**config.mk**
```make
export PLATFORM = sky130hd
export DESIGN_NAME = tap_streamer_flat
export DESIGN_NICKNAME = d
export VERILOG_FILES = /design/src/rtl/tap_streamer_pkg.sv /design/src/rtl/tap_streamer_if.sv /design/src/rtl/tap_streamer_snapshot_bank.sv /design/src/rtl/tap_streamer.sv /design/src/flat_wrapper.sv
export SDC_FILE = /design/constraint.sdc
export NUM_CORES = 1
export LEC_CHECK = 0
export CAP_MARGIN = 5
export CORE_MARGIN = 3
export CORE_UTILIZATION = 37
export DETAILED_ROUTE_END_ITERATION = 10
export HOLD_SLACK_MARGIN = 0.1
export PLACE_DENSITY = 0.74
export SYNTH_ARGS = -nofsm -noshare
export SYNTH_HDL_FRONTEND = slang
export SYNTH_SLANG_ARGS = --single-unit
```
**constraint.sdc**
```tcl
create_clock -name clk -period 3.9 [get_ports clk]
set_clock_uncertainty 0.05 [all_clocks]
set_input_delay 0.78 -clock clk [delete_from_list [all_inputs] [get_ports clk]]
set_output_delay 0.78 -clock clk [all_outputs]
set_load 0.02 [all_outputs]
```
**src/rtl/tap_streamer_pkg.sv**
```systemverilog
// Shared defaults, state encoding and width helper for the tap streamer.
package tap_streamer_pkg;

  localparam int unsigned NTAPS_DEF = 16;
  localparam int unsigned DW_DEF    = 14;

  typedef enum logic {
    IDLE   = 1'b0,
    STREAM = 1'b1
  } state_e;

  // Index width, kept at least one bit so a single-tap build still elaborates.
  function automatic int unsigned idx_width(input int unsigned n);
    return (n > 1) ? $clog2(n) : 1;
  endfunction

endpackage

```
**src/rtl/tap_streamer_if.sv**
```systemverilog
// Beat stream from the tap streamer to the downstream MAC.
interface tap_streamer_if
  import tap_streamer_pkg::*;
#(
  parameter int unsigned NTAPS = NTAPS_DEF,
  parameter int unsigned DW    = DW_DEF
);
  localparam int unsigned IW = idx_width(NTAPS);

  logic          out_valid;
  logic [DW-1:0] out_data;
  logic [IW-1:0] out_idx;
  logic          out_last;
  logic          out_ready;

  modport master (output out_valid, out_data, out_idx, out_last, input out_ready);
  modport slave  (input out_valid, out_data, out_idx, out_last, output out_ready);

endinterface

```
**src/rtl/tap_streamer_snapshot_bank.sv**
```systemverilog
// NTAPS x DW capture bank: loads every tap in one cycle, read back by index.
module tap_snapshot_bank
  import tap_streamer_pkg::*;
#(
  parameter int unsigned NTAPS = NTAPS_DEF,
  parameter int unsigned DW    = DW_DEF,
  localparam int unsigned IW   = idx_width(NTAPS)
) (
  input  logic                clk,
  input  logic                rstn,
  input  logic                load_en,
  input  logic [NTAPS*DW-1:0] tap_bus,
  input  logic [IW-1:0]       rd_idx,
  output logic [DW-1:0]       rd_data
);

  logic [DW-1:0] mem_q [NTAPS];
  logic [DW-1:0] mem_d [NTAPS];

  always_comb begin
    mem_d = mem_q;
    if (load_en) begin
      for (int k = 0; k < int'(NTAPS); k++) begin
        mem_d[k] = tap_bus[DW*k +: DW];
      end
    end
  end

  always_ff @(posedge clk or negedge rstn) begin
    if (!rstn) begin
      for (int k = 0; k < int'(NTAPS); k++) begin
        mem_q[k] <= '0;
      end
    end else begin
      mem_q <= mem_d;
    end
  end

  assign rd_data = mem_q[rd_idx];

endmodule

```
**src/rtl/tap_streamer.sv**
```systemverilog
// Snapshots the delay-line taps on start and streams them out one beat per
// accepted handshake, tap 0 first.
module tap_streamer
  import tap_streamer_pkg::*;
#(
  parameter int unsigned NTAPS = NTAPS_DEF,
  parameter int unsigned DW    = DW_DEF
) (
  input  logic                clk,
  input  logic                rstn,
  input  logic                start,
  input  logic                abort,
  input  logic [NTAPS*DW-1:0] tap_bus,
  output logic                busy,
  output logic                done,
  tap_streamer_if.master      stream
);

  localparam int unsigned     IW       = idx_width(NTAPS);
  localparam logic [IW-1:0]   LAST_IDX = IW'(NTAPS - 1);

  state_e        state_q, state_d;
  logic [IW-1:0] idx_q, idx_d;
  logic          done_q, done_d;
  logic          load_c;
  logic          valid_c;
  logic [DW-1:0] rd_data;

  tap_snapshot_bank #(.NTAPS(NTAPS), .DW(DW)) u_bank (
    .clk     (clk),
    .rstn    (rstn),
    .load_en (load_c),
    .tap_bus (tap_bus),
    .rd_idx  (idx_q),
    .rd_data (rd_data)
  );

  always_ff @(posedge clk or negedge rstn) begin
    if (!rstn) begin
      state_q <= IDLE;
      idx_q   <= '0;
      done_q  <= 1'b0;
    end else begin
      state_q <= state_d;
      idx_q   <= idx_d;
      done_q  <= done_d;
    end
  end

  // Abort wins over a same-cycle transfer; start is only looked at in IDLE.
  always_comb begin
    state_d = state_q;
    idx_d   = idx_q;
    done_d  = 1'b0;
    load_c  = 1'b0;
    case (state_q)
      IDLE: begin
        if (start && !abort) begin
          load_c  = 1'b1;
          idx_d   = '0;
          state_d = STREAM;
        end
      end
      STREAM: begin
        if (abort) begin
          state_d = IDLE;
          idx_d   = '0;
        end else if (stream.out_ready) begin
          if (idx_q == LAST_IDX) begin
            state_d = IDLE;
            idx_d   = '0;
            done_d  = 1'b1;
          end else begin
            idx_d = idx_q + IW'(1);
          end
        end
      end
      default: begin
        state_d = IDLE;
        idx_d   = '0;
      end
    endcase
  end

  // Outputs decode only from registered state, index and snapshot contents.
  assign valid_c          = (state_q == STREAM);
  assign stream.out_valid = valid_c;
  assign stream.out_data  = valid_c ? rd_data : '0;
  assign stream.out_idx   = valid_c ? idx_q : '0;
  assign stream.out_last  = valid_c && (idx_q == LAST_IDX);
  assign busy             = valid_c;
  assign done             = done_q;

endmodule

```
**src/flat_wrapper.sv**
```systemverilog
// flat-port wrapper written by rule: the top's interface ports become plain ports
module tap_streamer_flat import tap_streamer_pkg::*;
#(
  parameter int unsigned NTAPS = NTAPS_DEF,
  parameter int unsigned DW    = DW_DEF
)
  (clk, rstn, start, abort, tap_bus, busy, done, stream_out_valid, stream_out_data, stream_out_idx, stream_out_last, stream_out_ready);
  tap_streamer_if #(.NTAPS(NTAPS), .DW(DW)) stream_i ();
  input  logic clk;
  input  logic rstn;
  input  logic start;
  input  logic abort;
  input  logic [NTAPS*DW-1:0] tap_bus;
  output logic busy;
  output logic done;
  output wire logic [$bits(stream_i.out_valid)-1:0] stream_out_valid;
  output wire logic [$bits(stream_i.out_data)-1:0] stream_out_data;
  output wire logic [$bits(stream_i.out_idx)-1:0] stream_out_idx;
  output wire logic [$bits(stream_i.out_last)-1:0] stream_out_last;
  input wire logic [$bits(stream_i.out_ready)-1:0] stream_out_ready;
  assign stream_out_valid = stream_i.out_valid;
  assign stream_out_data = stream_i.out_data;
  assign stream_out_idx = stream_i.out_idx;
  assign stream_out_last = stream_i.out_last;
  assign stream_i.out_ready = stream_out_ready;
  tap_streamer #(.NTAPS(NTAPS), .DW(DW)) u_core (.clk(clk), .rstn(rstn), .start(start), .abort(abort), .tap_bus(tap_bus), .busy(busy), .done(done), .stream(stream_i));
endmodule
```
* After elaboration in Yosys (flattened, before gate mapping)
Index checks and enable logic that the tools add are counted.
** Word-level totals
- Register bits after elaboration :: 230
- Input bits :: 229
- Output and inout bits :: 22
- Word-level logic and storage cells :: 50
** Cells by class
- Add/subtract/negate cells :: 1
- Order comparisons :: 1
- Equal/unequal tests :: 3
- Muxes and demuxes :: 20
- Bitwise gates (word level) :: 2
- Reductions and logical operators :: 4
** Operators by type and width (count)
- binary-select mux 14 bit (select 4 bit) :: 1
- 2-to-1 mux 14 bit :: 3
- 2-to-1 mux 4 bit :: 5
- 2-to-1 mux 1 bit :: 9
- one-hot mux 4 bit (2 select lines) :: 1
- greater-or-equal comparator 5 bit (second input constant) :: 1
- NOT 4 -> 5 bit :: 1
- adder 4 x 1 -> 4 bit (second input constant) :: 1
- == test 4 bit (second input constant) :: 1
- inequality test 3 bit (second input constant) :: 1
- logical AND 1 bit :: 2
- inequality test 2 x 1 -> 1 bit (second input constant) :: 1
- one-hot mux 1 bit (2 select lines) :: 1
- AND reduction 2 bit :: 1
- logical NOT 1 bit :: 1
- NOT 1 bit :: 1

* Depth between registers and ports, before layout
Gate-level depths: netlist of run 1.
- Word-level depth :: 5
- Depth in mapped cells :: 8

* By module
From an unflattened synthesis of run 1, not the netlist that was laid out.
** Unflattened totals
- Cell total of the unflattened synthesis :: 646
- Area, all modules :: 10368.7 um2
** By module, submodules not included
- tap_snapshot_bank :: times used 1, cells an instance 591, area each 9897.0 um2
- tap_streamer :: times used 1, cells an instance 55, area each 471.7 um2

* Worst setup path before layout of run 1
OpenSTA, ideal clock, no wires.
- Kind :: reg-to-output
- Start :: reg u_core.idx_q[0]
- End :: out stream_out_data[11]
- Arrival :: 1.616 ns
- Setup slack :: 1.454 ns
- Cell stages (with the launch flop) :: 9
- Cell sequence :: dfrtp_1 -> buf_6 -> buf_12 -> buf_12 -> buf_12 -> mux2i_1 -> a22oi_1 -> nand2_1 -> a21oi_1
** On the way
- Word-level cells in the longest chain between the ends :: 5
** Ends and longest elaborated chain
- from (decl) :: line tap_streamer.sv:23 : logic [IW-1:0] idx_q, idx_d;
- from (signal assigned) :: line tap_streamer.sv:45 : idx_q <= idx_d;
- NOT 4 -> 5 bit (implied by the code) :: line tap_streamer_snapshot_bank.sv:39 : assign rd_data = mem_q[rd_idx];
- binary-select mux 14 bit (select 4 bit) :: line tap_streamer_snapshot_bank.sv:39
- 2-to-1 mux 14 bit (implied by the code) (2 in a row) :: line tap_streamer_snapshot_bank.sv:39
- 2-to-1 mux 14 bit :: line tap_streamer.sv:88 : assign stream.out_data = valid_c ? rd_data : '0;
- to (decl) :: line flat_wrapper.sv:17 : output wire logic [$bits(stream_i.out_data)-1:0] stream_out_data;
Every way passes these cells. The select of a mux whose other input is x is not followed.

* Worst setup path after layout of run 1
Same ends and word-level chain as after synthesis.

==> impl_metrics.py, run 1 <==
metrics = {
    "yosys": {
        "synth_nets": 967,
        "synth_seq_cells": 230,
        "synth_edf_count": 0,
        "yosys.area.top_type_share_pct": 53.68,
        "synth_top_cell_by_area": "dfrtp_1",
        "synth_fa_ha_area_share_pct": 0.1167,
        "synth_compound_area_share_pct": 3.711,
        "ys.flop_type": "dfrtp_1",
        "syn_area_um2": 10720,
        "syn_inst": 737,
        "muxShareOfSynthArea_pct": 34.39,
        "ys_warn_count": 0,
        "synth_top_family_by_area": "multiplexers",
        "synthSimpleGateAreaFrac_pct": 3.606,
        "synth.distinct_cells": 31,
        "synth_xor_area_share_pct": 0,
        "synth_area_leaders": "dfrtp_1 (54%), mux2_2 (22%), mux2i_1 (7.5%)",
        "yosysSeqAreaShare_pct": 53.68,
        "postSynth.asyncResetShare_pct": 100.0,
        "syn_area_per_cell_um2": 14.55,
    },
    "sta": {
        "tightest_slew_ns": 0.7395,
        "setup-tns-final_ns": 0,
        "final_hold_viol_count": 0,
        "post-route-period-util_pct": 96.88,
        "period_minus_slack_ns": 3.778,
        "rsz0062_at_grt": "false",
        "slew_viol_final": 0,
        "setup_viol": 0,
        "fmax_mhz": 264.7,
        "worst_slew_margin_rel_pct": 50.70,
    },
    "floorplanning": {
        "ioPinCount": 251,
        "core_area_um2": 28160,
        "die_w_um": 176.2,
        "die_area_um2": 31060,
        "initial_core_util_pct": 38.07,
        "die_h_um": 176.2,
        "row_count": 61,
    },
    "routing": {
        "avgRoutedWirePerCell_um": 21.45,
        "num_vias": 6946,
        "route.detailed.drc": 0,
        "drt-pass1-iter-count": 4,
        "routed_wirelength_um": 29490,
        "antenna_left": 0,
        "drt_iter0_drc": 387,
        "vias_per_cell": 5.052,
    },
    "finish": {
        "fillers": 2439,
        "final_common_cell": "clkdlybuf4s50_1",
        "area_growth_pct": 33.52,
        "final_layout_size_suffix_gt1_share_pct": 29.35,
        "final_nets": 1210,
        "mostFrequentLayoutCells": "clkdlybuf4s50_1 (248), dfrtp_1 (229), mux2_2 (214), mux2i_1 (80), a22oi_1 (40)",
    },
    "run": {
        "maxCapViolCount": 0,
    },
    "pwr": {
        "clockPowerShare_pct": 34.5,
        "p_per_area_nw_per_um2": 474.6,
        "p_seq_share_pct": 45.7,
        "intPower_mw": 5.079,
        "totalPowerFinal_mw": 6.794,
        "p_leak_nw": 5.715,
        "p_switching_mw": 1.715,
        "peakVddDrop_mv": 0.2824,
        "combPwrFrac_pct": 19.8,
        "swShare_pct": 25.24,
    },
    "critical_path": {
        "path_class": "flop to output pin",
        "cp_data_required_time_ns": 3.07,
        "cp-start-kind": "flop",
        "reg2regPathDepth": 3,
        "setup.worst_path.end_class": "output pin",
        "critical_path_arrival_ns": 2.95,
        "path_max_fanout": 43,
    },
    "clock_tree": {
        "holdBufCountCts": 0,
        "htree_levels": 1,
        "clkLatencyLatePin_ns": 0.52,
        "root_buffer": "clkbuf_16",
        "clock_path_buffers": 3,
        "cts.clk_slew.worst_paths_ns": 0.06,
        "numCtsBuffers": 26,
        "cts_tree": "yes",
        "cts.sinks": 230,
    },
    "grt": {
        "grt_antenna_before_repair": 3,
        "grt_max_degree": 94,
        "grtUsageTotal_pct": 18.68,
        "grt_pass1_vias": 7731,
        "grt_first_pass_wirelength_um": 44410,
        "grt_overflow_total": 0,
    },
    "place": {
        "port_buffers": 250,
        "hpwl_um": 22020,
        "gp_congestion": 0.8407,
    },
    "min_path": {
        "hold_path_class": "input pin to asynchronous set/reset pin",
    },
    "run_status": {
        "status": "finished clean",
    },
}
[metal layers]
| metal | wire length, um | GRT usage, % | vias up |
|---|---|---|---|
| met5 | 41 | 0 | - |
| li1 | - | - | 3193 |
| met3 | 2480 | 4.796 | 50 |
| met4 | 711 | 4.784 | 6 |
| met1 | 12000 | 24.14 | 3471 |
| met2 | 14250 | 31.46 | 226 |
[flip-flops by register name, summed over array words and instances (netlist names)]
signal and cells:
u_core.busy 1, u_core.done 1, u_core.idx_q 4, u_core.u_bank.mem_q 224
[through the flow]
stage / hold slack (ns) / std cells / area (um2) / util [%] / setup slack (ns)
4_1_cts: 0.2469 / 1373 / 14300 / 50.78 / 0.07213
3_3_place_gp: 0.4191 / 1329 / 13470 / 47.83 / 0.5314
6_report: 0.2328 / 1375 / 14320 / 50.83 / 0.1217
2_1_floorplan: 0.4026 / 737 / 10720 / - / 1.454
3_5_place_dp: 0.4247 / 1329 / 13470 / 47.83 / 0.5162
5_1_grt: 0.2710 / 1373 / 14310 / 50.81 / 0.02148
[critical path: stages (launching register included)]
cell and delay (ns):
dfrtp_4 0.61, buf_16 0.27, mux4_2 0.37, nand2b_1 0.10, nand3_1 0.07, a21oi_1 0.33, clkdlybuf4s50_1 0.68
[layout make-up]
class | count | area, um2 | share of cell area (%)
Clock inverter | 6 | 55.05 | 0.3846
Antenna cell | 2 | 5.005 | 0.03496
Sequential cell | 230 | 5759 | 40.23
Inverter | 1 | 3.754 | 0.02622
Tap cell | 378 | 473.0 | 3.304
Clock buffer | 37 | 763.2 | 5.332
Timing Repair Buffer | 270 | 2759 | 19.27
Multi-Input combinational cell | 451 | 4497 | 31.41
[power by group through the flow]
stage / sequential, mW / clock, mW / combinational, mW
floorplan: 3.03 / 0 / 0.880
global placement: 3.14 / 0 / 1.33
detailed placement: 3.15 / 0 / 1.36
CTS: 3.11 / 2.40 / 1.37
global route: 3.16 / 2.51 / 1.46
finish: 3.11 / 2.34 / 1.35
[timing repair]
| action | CTS | global route |
|---|---|---|
| endpoints found under the setup margin | 3 | 3 |
| pin swaps | 0 | 0 |
| buffers inserted | 1 | 0 |
| resized for setup | 0 | 3 |
[synth_stat cells (2+ instances only)]
| cell | instances |
|---|---|
| dfrtp_1 | 230 |
| mux2_2 | 214 |
| mux2i_1 | 80 |
| a22oi_1 | 40 |
| nand3_1 | 26 |
| buf_6 | 22 |
| nand2_1 | 17 |
| buf_2 | 15 |
| mux4_2 | 15 |
| nand2b_1 | 14 |
| clkbuf_1 | 10 |
| mux2_1 | 10 |
| a21oi_1 | 6 |
| nor2b_1 | 6 |
| and2_1 | 4 |
| and3_1 | 4 |
| buf_12 | 4 |
| buf_4 | 3 |
| nor2_1 | 3 |
| a211oi_1 | 2 |
| a31oi_1 | 2 |
[path summary, 6_finish.rpt]
check | end | start | slack [ns]
setup / recovery | stream_out_data[11] | u_core.idx_q[0] | 0.12
hold / removal | u_core.u_bank.mem_q[72] | rstn | 0.23
setup reg to reg | u_core.u_bank.mem_q[29] | u_core.busy | 2.05
hold reg to reg | u_core.u_bank.mem_q[10] | u_core.u_bank.mem_q[10] | 0.43
max in group asynchronous | u_core.u_bank.mem_q[98] | rstn | 2.70
min in group clk | u_core.u_bank.mem_q[10] | u_core.u_bank.mem_q[10] | 0.43
[cells by family (layout without fill, tap and decap cells)]
| family | after synthesis | after routing |
|---|---|---|
| adder cells (fa/ha/maj) | 1 | 1 |
| other | 0 | 2 |
| AND/OR/NAND/NOR | 75 | 75 |
| flip-flops | 230 | 230 |
| multiplexers | 320 | 320 |
| buffers and inverters | 56 | 314 |
| AO/OA/AOI/OAI | 55 | 55 |
(Power assumes the default switching activity.)
==> inputs of run 2 (changes only) <==
--- a/config.mk
+++ b/config.mk
@@ -11,6 +11,8 @@
 export DETAILED_ROUTE_END_ITERATION = 10
 export HOLD_SLACK_MARGIN = 0.1
 export PLACE_DENSITY = 0.74
+export SKIP_CTS_REPAIR_TIMING = 1
+export SLEW_MARGIN = 40
 export SYNTH_ARGS = -nofsm -noshare
 export SYNTH_HDL_FRONTEND = slang
 export SYNTH_SLANG_ARGS = --single-unit
==> impl_metrics.py, run 2 (synthesis results as in run 1) <==
metrics = {
    "run_status": {
        "status": "finished clean",
    },
    "grt": {
        "grt_overflow_total": 0,
        "grt_antenna_before_repair": 3,
        "grt_first_pass_wirelength_um": 44300,
        "grtUsageTotal_pct": 18.64,
        "grt_pass1_vias": 7725,
        "grt_max_degree": 94,
    },
    "clock_tree": {
        "numCtsBuffers": 26,
        "clkLatencyLatePin_ns": 0.52,
        "clock_path_buffers": 3,
        "htree_levels": 1,
        "cts_tree": "yes",
        "cts.clk_slew.worst_paths_ns": 0.06,
        "cts.sinks": 230,
        "root_buffer": "clkbuf_16",
    },
    "place": {
        "gp_congestion": 0.8407,
        "port_buffers": 250,
        "dpl_cell_area_um2": 13470,
        "place_inst": 1329,
        "hpwl_um": 22020,
    },
    "run": {
        "maxCapViolCount": 0,
    },
    "floorplanning": {
        "initial_core_util_pct": 38.07,
        "row_count": 61,
        "die_w_um": 176.2,
        "ioPinCount": 251,
        "die_area_um2": 31060,
        "die_h_um": 176.2,
        "core_area_um2": 28160,
    },
    "routing": {
        "antenna_left": 0,
        "avgRoutedWirePerCell_um": 21.37,
        "route.detailed.drc": 0,
        "vias_per_cell": 5.043,
        "num_vias": 6944,
        "drt_iter0_drc": 381,
        "drt-pass1-iter-count": 4,
        "routed_wirelength_um": 29420,
    },
    "sta": {
        "rsz0062_at_grt": "false",
        "period_minus_slack_ns": 3.776,
        "final_hold_viol_count": 0,
        "fmax_mhz": 264.8,
        "slew_viol_final": 0,
        "tightest_slew_ns": 0.7408,
        "worst_slew_margin_rel_pct": 50.61,
        "setup_viol": 0,
        "post-route-period-util_pct": 96.83,
    },
    "critical_path": {
        "cp-start-kind": "flop",
        "setup.worst_path.end_class": "output pin",
        "critical_path_arrival_ns": 2.95,
        "path_max_fanout": 43,
        "cp_data_required_time_ns": 3.07,
        "rrSetupSlack_ns": 2.05,
        "path_class": "flop to output pin",
    },
    "finish": {
        "final_common_cell": "clkdlybuf4s50_1",
        "reg_top3": "u_core.u_bank.mem_q: 224 flops, u_core.idx_q: 4 flops",
        "fillers": 2438,
        "final_layout_size_suffix_gt1_share_pct": 29.35,
        "regMostFlops": "u_core.u_bank.mem_q",
        "final_area_um2": 14320,
        "area_growth_pct": 33.56,
        "largest_reg_flops": 224,
        "mostFrequentLayoutCells": "clkdlybuf4s50_1 (248), dfrtp_1 (229), mux2_2 (214), mux2i_1 (80), a22oi_1 (40)",
        "fin_cells": 1377,
        "final_core_util_pct": 50.85,
        "final_nets": 1210,
    },
    "pwr": {
        "p_per_area_nw_per_um2": 474.5,
        "totalPowerFinal_mw": 6.795,
        "p_leak_nw": 5.715,
        "peakVddDrop_mv": 0.2824,
    },
    "min_path": {
        "hold_path_class": "input pin to asynchronous set/reset pin",
    },
}
## run 2: path summary, 6_finish.rpt
check                                   startpoint                       to  depth (start not counted)
max in group asynchronous                     rstn  u_core.u_bank.mem_q[98]                          2
hold / removal                                rstn  u_core.u_bank.mem_q[72]                          1
setup / recovery                   u_core.idx_q[0]      stream_out_data[11]                          6
min in group clk           u_core.u_bank.mem_q[10]  u_core.u_bank.mem_q[10]                          1
hold reg to reg            u_core.u_bank.mem_q[10]  u_core.u_bank.mem_q[10]                          1
setup reg to reg                       u_core.busy  u_core.u_bank.mem_q[29]                          3
## run 2: layout make-up
| cell class | instances | area, um2 | share of cell area [%] |
|---|---|---|---|
| clock inverter | 6 | 55.05 | 0.3844 |
| inverter | 1 | 3.754 | 0.02621 |
| clock buffer | 37 | 763.2 | 5.330 |
| antenna | 4 | 10.01 | 0.06990 |
| multi-input combinational | 451 | 4497 | 31.40 |
| sequential | 230 | 5759 | 40.22 |
| timing repair buffer | 270 | 2759 | 19.27 |
| tap | 378 | 473.0 | 3.303 |
## run 2: stage by stage
stage | TNS, ns | worst slack, ns | hold slack, ns
floorplan | 0 | 1.454 | 0.4026
global placement | 0 | 0.5314 | 0.4191
detailed placement | 0 | 0.5162 | 0.4247
CTS | -0.08313 | -0.05462 | 0.2469
global route | 0 | 0.02099 | 0.2710
finish | 0 | 0.1236 | 0.2324
## run 2: metal layers
layer  track usage [%]  wire, um  vias to the layer above  part of all wire (%)
met5                 0        41                        -                  0.14
met4             4.553       663                        6                   2.3
met3             4.774      2299                       48                   7.8
met2             31.44     14320                      225                    49
met1             24.12     12100                     3473                    41
li1                  -         -                     3192                     -
## run 2: power breakdown
group          internal, mW  leakage, nW  switching (mW)
registers              2.84         2.72           0.265
logic                 0.830         2.59           0.520
clock network          1.41        0.408           0.932
## run 2: critical path, cell delays in order, from the launching register on
cell,delay (ns)
dfrtp_4,0.60
buf_16,0.27
mux4_2,0.37
nand2b_1,0.10
nand3_1,0.07
a21oi_1,0.33
clkdlybuf4s50_1,0.68
